## config.mk

```make
export PLATFORM = sky130hd
export DESIGN_NAME = mem_copy_dma
export DESIGN_NICKNAME = d
export VERILOG_FILES = /design/src/rtl/mem_copy_dma_pkg.sv /design/src/rtl/mem_copy_addr_gen.sv /design/src/rtl/mem_copy_dma.sv
export SDC_FILE = /design/constraint.sdc
export NUM_CORES = 1
export LEC_CHECK = 0
export CORE_MARGIN = 4
export CORE_UTILIZATION = 46
export CTS_CLUSTER_DIAMETER = 100
export CTS_CLUSTER_SIZE = 10
export DETAILED_ROUTE_END_ITERATION = 6
export GPL_TIMING_DRIVEN = 0
export MAX_ROUTING_LAYER = met4
export PLACE_DENSITY = 0.73
export SKIP_LAST_GASP = 1
export SYNTH_ARGS = -nofsm -noshare
export SYNTH_HDL_FRONTEND = slang
export SYNTH_HIERARCHICAL = 1
export SYNTH_SLANG_ARGS = --single-unit
```

## constraint.sdc

```tcl
create_clock -name CLK -period 6.6 [get_ports CLK]
set_clock_uncertainty 0.15 [all_clocks]
set_input_delay 1.32 -clock CLK [delete_from_list [all_inputs] [get_ports CLK]]
set_output_delay 1.32 -clock CLK [all_outputs]
set_load 0.02 [all_outputs]
```

## src/rtl/mem_copy_dma_pkg.sv

```systemverilog
// mem_copy_dma_pkg
//   Shared definitions for the mem_copy_dma block:
//   - state_t   : FSM state encoding (IDLE, RD, WR, FILL, FIN)
//   - MODE_COPY : command mode value for a block copy
//   - MODE_FILL : command mode value for a constant fill
package mem_copy_dma_pkg;

  typedef enum logic [2:0] {
    IDLE = 3'd0,
    RD   = 3'd1,
    WR   = 3'd2,
    FILL = 3'd3,
    FIN  = 3'd4
  } state_t;

  localparam logic MODE_COPY = 1'b0;
  localparam logic MODE_FILL = 1'b1;

endpackage

```

## src/rtl/mem_copy_addr_gen.sv

```systemverilog
// mem_copy_addr_gen
//   Address and count bookkeeping for mem_copy_dma. On load it decides the
//   copy direction (descending when the destination overlaps the upper part
//   of the source range, giving memmove behaviour) and presets the source and
//   destination pointers to the first word to be moved. Each step advances
//   both pointers one word in the chosen direction and decrements the
//   remaining word count. Addresses wrap modulo 2^AWIDTH.
//
// Ports
//   CLK, RST  : clock, synchronous active-high reset
//   load      : capture a new command (src_addr, dst_addr, len, mode)
//   mode      : MODE_COPY / MODE_FILL; only copies may run descending
//   src_addr  : source word address of the block
//   dst_addr  : destination word address of the block
//   len       : word count
//   step      : one word has been moved; advance pointers and count
//   cur_src   : current source word address
//   cur_dst   : current destination word address
//   last      : the current word is the final one of the block
module mem_copy_addr_gen
  import mem_copy_dma_pkg::*;
#(
  parameter int AWIDTH = 14
) (
  input  logic              CLK,
  input  logic              RST,
  input  logic              load,
  input  logic              mode,
  input  logic [AWIDTH-1:0] src_addr,
  input  logic [AWIDTH-1:0] dst_addr,
  input  logic [AWIDTH:0]   len,
  input  logic              step,
  output logic [AWIDTH-1:0] cur_src,
  output logic [AWIDTH-1:0] cur_dst,
  output logic              last
);

  localparam logic [AWIDTH-1:0] ADDR_ONE = {{(AWIDTH-1){1'b0}}, 1'b1};
  localparam logic [AWIDTH:0]   CNT_ONE  = {{AWIDTH{1'b0}}, 1'b1};

  logic [AWIDTH-1:0] src_reg;
  logic [AWIDTH-1:0] dst_reg;
  logic [AWIDTH:0]   remaining;
  logic              descending;

  logic [AWIDTH+1:0] src_end;
  logic              overlap;
  logic [AWIDTH-1:0] len_m1;

  // The overlap test uses unwrapped arithmetic (two extra bits) so that a
  // source range running past the top of memory is judged on true magnitude.
  assign src_end = {2'b00, src_addr} + {1'b0, len};
  assign overlap = (mode == MODE_COPY) &&
                   (dst_addr > src_addr) &&
                   ({2'b00, dst_addr} < src_end);
  assign len_m1  = len[AWIDTH-1:0] - ADDR_ONE;

  // Descending transfers start at base+len-1; the truncated add wraps
  // naturally modulo 2^AWIDTH.
  always_ff @(posedge CLK) begin
    if (RST) begin
      src_reg    <= '0;
      dst_reg    <= '0;
      remaining  <= '0;
      descending <= 1'b0;
    end else if (load) begin
      src_reg    <= overlap ? (src_addr + len_m1) : src_addr;
      dst_reg    <= overlap ? (dst_addr + len_m1) : dst_addr;
      remaining  <= len;
      descending <= overlap;
    end else if (step) begin
      src_reg   <= descending ? (src_reg - ADDR_ONE) : (src_reg + ADDR_ONE);
      dst_reg   <= descending ? (dst_reg - ADDR_ONE) : (dst_reg + ADDR_ONE);
      remaining <= remaining - CNT_ONE;
    end
  end

  assign cur_src = src_reg;
  assign cur_dst = dst_reg;
  assign last    = (remaining == CNT_ONE);

endmodule

```

## src/rtl/mem_copy_dma.sv

```systemverilog
// mem_copy_dma
//   Single-channel DMA engine owning one port of a dual-port synchronous-read
//   block RAM. Copies a block of words (memmove semantics for overlapping
//   ranges) or fills a block with a constant. A copy alternates read and
//   write cycles; the read data arrives one cycle later and is passed straight
//   through to the write data. A fill writes one word per cycle.
//
// Ports
//   CLK, RST   : clock, synchronous active-high reset
//   start      : command strobe, honoured only in IDLE
//   mode       : 0 = copy, 1 = fill
//   src_addr   : source word address (copy only)
//   dst_addr   : destination word address
//   len        : word count, 0 completes immediately
//   fill_value : fill pattern
//   abort      : cancel the running operation, no done pulse
//   busy       : operation in progress
//   done       : one-cycle pulse on normal completion
//   mem_en     : RAM port enable
//   mem_wbe    : RAM byte write enables (all zero = read)
//   mem_addr   : RAM word address
//   mem_d      : RAM write data
//   mem_q      : RAM read data, valid the cycle after a read
module mem_copy_dma
  import mem_copy_dma_pkg::*;
#(
  parameter int DWIDTH = 32,
  parameter int AWIDTH = 14
) (
  input  logic                CLK,
  input  logic                RST,
  input  logic                start,
  input  logic                mode,
  input  logic [AWIDTH-1:0]   src_addr,
  input  logic [AWIDTH-1:0]   dst_addr,
  input  logic [AWIDTH:0]     len,
  input  logic [DWIDTH-1:0]   fill_value,
  input  logic                abort,
  output logic                busy,
  output logic                done,
  output logic                mem_en,
  output logic [DWIDTH/8-1:0] mem_wbe,
  output logic [AWIDTH-1:0]   mem_addr,
  output logic [DWIDTH-1:0]   mem_d,
  input  logic [DWIDTH-1:0]   mem_q
);

  state_t            state;
  logic [DWIDTH-1:0] fill_reg;

  logic              load;
  logic              step;
  logic [AWIDTH-1:0] cur_src;
  logic [AWIDTH-1:0] cur_dst;
  logic              last;

  // A word is consumed on every unaborted write cycle, copy or fill.
  assign load = (state == IDLE) && start;
  assign step = ((state == WR) || (state == FILL)) && !abort;

  mem_copy_addr_gen #(
    .AWIDTH (AWIDTH)
  ) u_addr_gen (
    .CLK      (CLK),
    .RST      (RST),
    .load     (load),
    .mode     (mode),
    .src_addr (src_addr),
    .dst_addr (dst_addr),
    .len      (len),
    .step     (step),
    .cur_src  (cur_src),
    .cur_dst  (cur_dst),
    .last     (last)
  );

  // Control FSM; busy and done are registered alongside the state so they
  // line up with the state they describe.
  always_ff @(posedge CLK) begin
    if (RST) begin
      state    <= IDLE;
      busy     <= 1'b0;
      done     <= 1'b0;
      fill_reg <= '0;
    end else begin
      case (state)
        IDLE: begin
          done <= 1'b0;
          if (start) begin
            fill_reg <= fill_value;
            if (len == '0) begin
              state <= FIN;
              done  <= 1'b1;
            end else if (mode == MODE_COPY) begin
              state <= RD;
              busy  <= 1'b1;
            end else begin
              state <= FILL;
              busy  <= 1'b1;
            end
          end
        end
        RD: begin
          if (abort) begin
            state <= IDLE;
            busy  <= 1'b0;
          end else begin
            state <= WR;
          end
        end
        WR, FILL: begin
          if (abort) begin
            state <= IDLE;
            busy  <= 1'b0;
          end else if (last) begin
            state <= FIN;
            busy  <= 1'b0;
            done  <= 1'b1;
          end else if (state == WR) begin
            state <= RD;
          end
        end
        FIN: begin
          state <= IDLE;
          done  <= 1'b0;
        end
        default: begin
          state <= IDLE;
          busy  <= 1'b0;
          done  <= 1'b0;
        end
      endcase
    end
  end

  // RAM port mux. An abort cycle issues no access, and every field is held
  // at zero whenever the port is idle.
  always_comb begin
    mem_en   = 1'b0;
    mem_wbe  = '0;
    mem_addr = '0;
    mem_d    = '0;
    case (state)
      RD: begin
        if (!abort) begin
          mem_en   = 1'b1;
          mem_addr = cur_src;
        end
      end
      WR: begin
        if (!abort) begin
          mem_en   = 1'b1;
          mem_wbe  = '1;
          mem_addr = cur_dst;
          mem_d    = mem_q;
        end
      end
      FILL: begin
        if (!abort) begin
          mem_en   = 1'b1;
          mem_wbe  = '1;
          mem_addr = cur_dst;
          mem_d    = fill_reg;
        end
      end
      default: begin
      end
    endcase
  end

endmodule

```

Word-level counts from Yosys, hierarchy flattened
Index checks and enable logic that the tools add are counted.

Flip-flop bits (word level): 81. Input bits: 112. Output and inout port bits: 53. Logic and storage cells: 88.

Equality and inequality tests: 12. Reduce and logical (&&, ||, !) cells: 15. $lt $le $gt $ge: 2. Multiplexer cells: 39. $add $sub $neg: 9. Bitwise gates (word level): 3.

Operators with widths (number): two-way mux 14 bit (10); two-way mux 32 bit (2); one-hot mux 32 bit (2 select lines) (1); subtractor 14 x 1 -> 14 bit (second input constant) (3); two-way mux 15 bit (2); adder 14 x 1 -> 14 bit (second input constant) (2); adder 14 bit (2); one-hot mux 14 bit (2 select lines) (1); adder 14 x 15 -> 16 bit (1); < comparator 14 x 16 -> 1 bit (1); equality test 15 x 1 -> 1 bit (second input constant) (1); logical NOT 15 bit (1); two-way mux 3 bit (5); subtractor 15 x 1 -> 15 bit (second input constant) (1); > comparator 14 bit (1); two-way mux 1 bit (11); one-hot mux 3 bit (3 select lines) (1); two-way mux 4 bit (2); != test 2 bit (second input constant) (4); equality test 3 x 2 -> 1 bit (second input constant) (2); AND reduction 5 bit (1); logical AND 1 bit (4); two-way mux 2 bit (2); != test 4 x 1 -> 1 bit (second input constant) (1); 15 further kinds (18).

Depth between registers and ports, before layout
Gate-level depths: netlist of the first run.

Depth in word-level cells: 5. Gate-level depth with buffers: 20. Gate-level depth less buffers: 18.

By module
The synthesis of the first run kept the hierarchy.

By module, submodules not included: mem_copy_addr_gen (cells an instance 770, area an instance 5997.0 sq um, instances 1, sequential area each 880.8 sq um); mem_copy_dma (cells an instance 268, area an instance 2053.2 sq um, instances 1, sequential area each 740.7 sq um).

Least setup slack after synthesis of the first run
No wires, ideal clock.

Kind: input to register. From: in src_addr[1]. To: reg u_addr_gen.dst_reg[12] (netlist: u_addr_gen/cur_dst[12]). Stages: 19. Arrival: 4.804 ns. Data required time: 6.355 ns. Path slack: 1.550 ns. Setup time: 0.095 ns. Cells stage by stage: ha_1 -> a21oi_1 -> o211ai_1 -> o41ai_1 -> o21ai_0 -> a21oi_1 -> o21ai_0 -> xnor2_1 -> ha_1 -> o211ai_1 -> nor3_1 -> a21oi_1 -> a221oi_1 -> o31ai_1 -> o21a_1 -> buf_4 -> buf_6 -> mux2i_1 -> a221oi_1.

Longest elaborated chain between the ends: 5.

Ends and longest elaborated chain: from (decl) (line mem_copy_dma.sv:34) `input logic [AWIDTH-1:0] src_addr,`; adder 14 x 15 -> 16 bit / > comparator 14 bit (equally long branches) (line mem_copy_addr_gen.sv:52, mem_copy_addr_gen.sv:54); < comparator 14 x 16 -> 1 bit / logical AND 1 bit (equally long branches) (line mem_copy_addr_gen.sv:55, mem_copy_addr_gen.sv:53); logical AND 1 bit * (line mem_copy_addr_gen.sv:54) `(dst_addr > src_addr) &&`; two-way mux 14 bit * (line mem_copy_addr_gen.sv:68) `dst_reg <= overlap ? (dst_addr + len_m1) : dst_addr;`; two-way mux 14 bit * (line mem_copy_addr_gen.sv:66) `end else if (load) begin`; to (signal assigned) (line mem_copy_addr_gen.sv:68); to (signal assigned) (line mem_copy_addr_gen.sv:73) `dst_reg <= descending ? (dst_reg - ADDR_ONE) : (dst_reg + ADDR_ONE);`; to (decl) (line mem_copy_addr_gen.sv:42) `logic [AWIDTH-1:0] dst_reg;`.

Mark *: on every way between the ends. The rest lies on a longest branch, timed or not. A chain may end at the register's enable or synchronous reset.

Worst setup path after layout of the first run
From: in len[1]. To: reg u_addr_gen.dst_reg[3] (netlist: u_addr_gen/cur_dst[3]).

Longest elaborated chain between the ends: 5.

Ends and longest elaborated chain: from (decl) (line mem_copy_dma.sv:36) `input logic [AWIDTH:0] len,`; adder 14 x 15 -> 16 bit (line mem_copy_addr_gen.sv:52) `assign src_end = {2'b00, src_addr} + {1'b0, len};`; < comparator 14 x 16 -> 1 bit (line mem_copy_addr_gen.sv:55) `({2'b00, dst_addr} < src_end);`; logical AND 1 bit (line mem_copy_addr_gen.sv:54); two-way mux 14 bit * (line mem_copy_addr_gen.sv:68); two-way mux 14 bit * (line mem_copy_addr_gen.sv:66).

Marked as above.

==> results.json, run 1 <==
{
  "status": "complete, no violations",
  "syn_area_um2": 8050,
  "clockBufferDepth": 2,
  "drv_slew": 0,
  "ys_seq_elements": 81,
  "wirelength_um": 25000,
  "clk_latency_ns": 0.34,
  "post-cts-setup-buffers": 0,
  "ys.flop_type": "dfxtp_1",
  "ys_types": 71,
  "crit_type": "in2reg",
  "cts.sinks": 81,
  "end_kind": "register",
  "die_w_um": 140,
  "cp_data_arrival_time_ns": 6.37,
  "cts-resized-gates": 0,
  "clkSlewWorstSetupHoldPaths_ns": 0.07,
  "dieArea_um2": 19700,
  "synth_edf_count": 0,
  "tns_ns": 0,
  "ir_drop_mv": 0.177,
  "firstDrtPassIters": 5,
  "nFillCells": 1600,
  "yosys_warnings": 6,
  "grt_max_degree": 31,
  "diodes": 0,
  "synth-seq-area-share_pct": 20.1,
  "maxCapViolCount": 0,
  "cellPowerDensity_nw_per_um2": 185,
  "setup_viol": 0,
  "start_util_pct": 46.7,
  "ctsHoldBuffers": 0,
  "max_freq_mhz": 159,
  "period_share_pct": 95.3,
  "postSynthCellCount": 1038,
  "largest_register_ffs": 32,
  "path_delay_family": "compound AO/OA/AOI/OAI gates",
  "rsz0062_at_grt": "false",
  "layout.nets": 1424,
  "path_cells": "clkdlybuf4s50_1, ha_1, a21oi_1, o211ai_1, o41ai_1, o21ai_0, a21oi_1, o21ai_0, xnor2_1, ha_1, o211ai_1, nor3_1, a21oi_1, a221oi_1, o31ai_1, o21a_1, buf_4, buf_6, mux2i_1, a221oi_1",
  "cts_tree": "done",
  "cp_max_fo": 10,
  "worst_path_max_delay_cell": "clkdlybuf4s50_1",
  "cp-start-kind": "input port",
  "drive_above_1_share_pct": 4.19,
  "port_buffers": 164,
  "holdCritStartpoint": "fill_reg[12]",
  "fin_crit_ns": 6.29,
  "path_common_cell": "a21oi_1",
  "reg2reg_from": "state[2]",
  "synth_top_area_cell": "dfxtp_1",
  "yosysMostFrequentCell": "a21oi_1",
  "cp_num_buf_inv": 3,
  "remaining_drc_errors": 0,
  "grt_pass1_vias": 7825,
  "grt_overflow": 0,
  "final_antenna_net_count": 0,
  "dp_slack_ns": 0.0169,
  "maxSlewHeadroom_pct": 19.8,
  "hold_class": "reg2reg",
  "antenna_found_initial": 0,
  "area_growth_pct": 27.7,
  "syn_area_per_cell_um2": 7.76,
  "fin_ws_ns": 0.313,
  "hold_viol": 0,
  "crit_start": "len[1]",
  "h-tree-depth": 3,
  "leakage_nw": 4.19,
  "ioPinCount": 165,
  "async_flop_share_pct": 0,
  "numCtsBuffers": 9,
  "via_count": 8229,
  "via_per_inst": 5.70,
  "drt_iter0_markers": 395,
  "hpwl_um": 20200,
  "place_congestion": 0.935,
  "crit_required_ns": 6.68,
  "grt_usage_pct": 25.4,
  "fp.dieH_um": 140,
  "syn_nets": 1249,
  "worst_path_largest_cell_delay_ns": 0.70,
  "core_um2": 17200,
  "detail_route.wl_per_cell_um": 17.3,
  "ys_top_cells_by_count": "121 x a21oi_1, 109 x nor2_1, 101 x nand2_1",
  "grt_pass1_wl_um": 39900,
  "synth_top_area_share_pct": 20.1,
  "tightestPinTransition_ns": 1.20,
  "yosys-top-cells-area": "dfxtp_1 20%, ha_1 15%, a21oi_1 7.5%",
  "rows": 48,
  "cts_root_buffer": "clkbuf_16"
}
==> cell usage in the layout, fill, tap and decap left out, types with 5 or more instances in the layout <==
master           Yosys  final
a211oi_1            31     31
a21o_1              14     14
a21oi_1            121    121
a221oi_1            11     11
a22o_1              14     14
and3_1               6      6
buf_2                6      6
buf_4                9      9
clkbuf_1            29     30
clkbuf_16            0      9
clkdlybuf4s50_1      0    164
dfxtp_1             81     81
fa_1                 5      5
ha_1                94     94
inv_1               43     43
mux2i_1             58     58
nand2_1            101    101
nand2b_1            11     11
nand3_1             28     28
nand4_1              7      7
nor2_1             109    109
nor2b_1             11     11
nor3_1              20     20
nor3b_1              5      5
nor4_1              10     10
o211ai_1             9      9
o21a_1              11     11
o21ai_0             35     35
o21bai_1             6      6
o31ai_1              6      6
or3_1               11     11
xnor2_1             45     45
xor2_1              27     27
==> power breakdown <==
group | switching, mW | leakage, nW | total [mW] | internal [mW]
Clock | 0.211 | 0.151 | 0.518 | 0.306
Sequential | 0.0448 | 0.667 | 0.586 | 0.541
Combinational | 0.437 | 3.37 | 0.800 | 0.363
Total | 0.693 | 4.19 | 1.90 | 1.21
==> layout make-up <==
class                      count  area (µm²)  share of cell area (%)
buffer                        49         240                    2.34
clock buffer                  11         243                    2.36
clock inverter                 5        61.3                   0.597
inverter                      45         171                    1.67
multi-input combinational    863        6020                    58.5
sequential                    81        1620                    15.8
tap                          225         282                    2.74
timing repair buffer         164        1640                    16.0
==> cell families (layout without fill, tap and decap cells) <==
group | count (synthesis) | count (layout) | share of synthesized area [%]
simple gates | 338 | 338 | 19.8
compound gates | 294 | 294 | 23.7
xor+xnor | 73 | 73 | 8.04
mux | 59 | 59 | 7.35
flops | 81 | 81 | 20.1
fa+ha+maj | 99 | 99 | 15.9
buf+inv | 94 | 274 | 5.11
==> metal layers <==
layer | vias to the layer above | share of wire [%] | global-route usage [%]
met4 | 0 | 1.9 | 6.99
met3 | 30 | 6.0 | 3.11
li1 | 4127 | - | -
met2 | 258 | 48 | 42.1
met1 | 3814 | 44 | 32.6
met5 | - | 0 | -
==> stage by stage <==
| step | hold slack, ns | instance area, µm² | total power, mW | std cells | util [%] |
|---|---|---|---|---|---|
| 3_3_place_gp | 0.294 | 9970 | 1.37 | 1427 | 57.9 |
| 4_1_cts | 0.306 | 10300 | 1.91 | 1443 | 59.6 |
| 3_5_place_dp | 0.297 | 9970 | 1.38 | 1427 | 57.9 |
| 6_report | 0.306 | 10300 | 1.90 | 1443 | 59.6 |
| 5_1_grt | 0.318 | 10300 | 2.03 | 1443 | 59.6 |
| 2_1_floorplan | 0.286 | 8050 | 1.13 | 1038 | - |
==> final timing paths <==
path,endpoint,slack (ns),depth (start not counted)
setup / recovery,u_addr_gen/cur_dst[3],0.31,20
setup reg to reg,u_addr_gen/cur_src[10],2.81,9
hold / removal,fill_reg[12],0.31,2
hold reg to reg,fill_reg[12],0.31,2
==> worst reg2reg max path: cells and delay by family, from the launching register on <==
kind / cells / cell delay (ns)
DFF: 1 / 0.39
and+or+nand+nor: 2 / 0.31
AOI/OAI and AO/OA: 2 / 0.47
buffers and inverters: 5 / 2.37
Power figures use the tool's default switching activity.
==> run 2, diff against run 1 <==
--- a/config.mk
+++ b/config.mk
@@ -6,13 +6,13 @@
 export NUM_CORES = 1
 export LEC_CHECK = 0
 export CORE_MARGIN = 4
-export CORE_UTILIZATION = 46
+export CORE_UTILIZATION = 53
 export CTS_CLUSTER_DIAMETER = 100
-export CTS_CLUSTER_SIZE = 10
+export CTS_CLUSTER_SIZE = 12
 export DETAILED_ROUTE_END_ITERATION = 6
 export GPL_TIMING_DRIVEN = 0
 export MAX_ROUTING_LAYER = met4
-export PLACE_DENSITY = 0.73
+export PLACE_DENSITY = 0.82
 export SKIP_LAST_GASP = 1
 export SYNTH_ARGS = -nofsm -noshare
 export SYNTH_HDL_FRONTEND = slang
==> results.json, run 2 (synthesis gave the netlist of run 1 again) <==
{
  "leakage_nw": 4.19,
  "dp_slack_ns": -0.0244,
  "place_congestion": 0.954,
  "cp-start-kind": "input port",
  "cp_max_fo": 10,
  "clockBufferDepth": 2,
  "power_frac_clock_pct": 27.9,
  "cts_tree": "done",
  "grt_pass1_vias": 7782,
  "seqCellArea_um2": 1620,
  "grt_overflow": 0,
  "fin_util_pct": 69.7,
  "intPower_mw": 1.24,
  "layout_commonest_cell": "clkdlybuf4s50_1",
  "tns_ns": 0,
  "maxCapViolCount": 0,
  "reg2regPathDepth": 9,
  "status": "complete, no violations",
  "grt_max_degree": 31,
  "crit_type": "in2reg",
  "die_w_um": 131,
  "hpwl_um": 20000,
  "ir_drop_mv": 0.112,
  "start_util_pct": 54.8,
  "cellPowerDensity_nw_per_um2": 188,
  "hold_viol": 0,
  "fin_ws_ns": 0.627,
  "fp.dieH_um": 131,
  "diodes": 0,
  "hold_depth": 2,
  "area_growth_pct": 27.3,
  "p_sw_share_pct": 35.8,
  "via_per_inst": 5.92,
  "rsz0062_at_grt": "false",
  "max_freq_mhz": 167,
  "largest_register_ffs": 32,
  "final_cell_mix": "164 x clkdlybuf4s50_1, 121 x a21oi_1, 109 x nor2_1",
  "maxSlewHeadroom_pct": 18.2,
  "final_antenna_net_count": 0,
  "tightestPinTransition_ns": 1.23,
  "end_kind": "register",
  "numCtsBuffers": 9,
  "comb_power_share_pct": 41.6,
  "clk_latency_ns": 0.34,
  "grt_usage_pct": 28.5,
  "place_area_um2": 9920,
  "ioPinCount": 165,
  "drive_above_1_share_pct": 4.27,
  "power.switching_mw": 0.689,
  "detail_route.wl_per_cell_um": 17.7,
  "dieArea_um2": 17200,
  "antenna_found_initial": 0,
  "clkSlewWorstSetupHoldPaths_ns": 0.06,
  "power_frac_seq_pct": 30.5,
  "firstDrtPassIters": 5,
  "via_count": 8300,
  "port_buffers": 164,
  "cp_data_arrival_time_ns": 6.00,
  "hold_class": "reg2reg",
  "power.total_mw": 1.93,
  "fin_crit_ns": 5.97,
  "crit_required_ns": 6.63,
  "multiInputGateArea_um2": 6020,
  "grt_pass1_wl_um": 39600,
  "rows": 44,
  "cts_root_buffer": "clkbuf_16",
  "wirelength_um": 24800,
  "h-tree-depth": 3,
  "post-cts-setup-buffers": 0,
  "drv_slew": 0,
  "setup_viol": 0,
  "nFillCells": 1216,
  "final_area_um2": 10200,
  "core_um2": 14700,
  "drt_iter0_markers": 487,
  "remaining_drc_errors": 0,
  "period_share_pct": 90.5,
  "layout.nets": 1424,
  "cts.sinks": 81
}
[run 2: cell types whose count changed in the layout (fill, tap and decap cells not counted)]
cell        before  now
clkinv_2         1    0
clkbuf_1        30   29
o41ai_1          2    1
bufinv_16        1    2
clkbuf_8         1    0
o41ai_2          0    1
inv_6            2    1
clkinvlp_4       0    2
[run 2: power by group through the flow]
stage                     Clock, mW  Combinational (mW)  Sequential (mW)
final                         0.538               0.801            0.586
after floorplan                   0               0.543            0.585
after detailed placement          0               0.783            0.596
after global placement            0               0.768            0.594
after CTS                     0.546               0.791            0.585
after global routing          0.568               0.882            0.593
[run 2: area by class of cell]
class	count	area share, %
plain buffers	49	2.34
clock buffers	9	2.20
clock inverters	6	0.904
inverters	45	1.67
multi-input cells	863	58.8
flip-flops and latches	81	15.8
well taps	184	2.25
repair buffers	164	16.0
[run 2: final timing paths]
path,slack [ns],endpoint,from
setup reg to reg,2.73,u_addr_gen/cur_src[5],state[2]
hold / removal,0.31,fill_reg[24],fill_reg[24]
setup / recovery,0.63,u_addr_gen/cur_src[2],len[1]
hold reg to reg,0.31,fill_reg[24],fill_reg[24]
[run 2: timing repair]
action,in CTS,in global routing
setup endpoints to repair,0,1
hold buffers,0,0
gates resized for setup,0,1
[run 2: metal layers]
layer	vias up	track usage, %	part of all wire, %	wire (µm)
li1	4122	-	-	-
met1	3832	35.2	43	10700
met2	299	46.9	47	11600
met3	47	4.51	6.6	1640
met4	0	10.7	3.2	797
met5	-	-	0	0
[run 2: critical path, cell delays in order]
cell and delay, ns:
clkdlybuf4s50_1 0.69, ha_1 0.30, a21oi_1 0.20, o211ai_1 0.19, o41ai_2 0.45, o21ai_0 0.21, a21oi_1 0.24, o21ai_0 0.14
xnor2_1 0.14, ha_1 0.32, o211ai_1 0.12, nor3_1 0.26, a21oi_1 0.06, a221oi_1 0.29, o31ai_1 0.15, o21a_1 0.22
buf_4 0.16, buf_6 0.16, mux2i_1 0.25, a221oi_1 0.12
[run 2: stage by stage]
| stage | hold slack, ns | cells |
|---|---|---|
| detailed placement | 0.298 | 1386 |
| floorplan | 0.286 | 1038 |
| CTS | 0.306 | 1401 |
| finish | 0.307 | 1401 |
| global placement | 0.294 | 1386 |
| global route | 0.319 | 1401 |
==> run 3, diff against run 2 <==
--- a/config.mk
+++ b/config.mk
@@ -6,13 +6,13 @@
 export NUM_CORES = 1
 export LEC_CHECK = 0
 export CORE_MARGIN = 4
-export CORE_UTILIZATION = 53
+export CORE_UTILIZATION = 46
 export CTS_CLUSTER_DIAMETER = 100
 export CTS_CLUSTER_SIZE = 12
 export DETAILED_ROUTE_END_ITERATION = 6
 export GPL_TIMING_DRIVEN = 0
 export MAX_ROUTING_LAYER = met4
-export PLACE_DENSITY = 0.82
+export PLACE_DENSITY = 0.73
 export SKIP_LAST_GASP = 1
 export SYNTH_ARGS = -nofsm -noshare
 export SYNTH_HDL_FRONTEND = slang
==> results of run 3 <==
The final DEF is identical to that of run 1; final timing and power are the same.
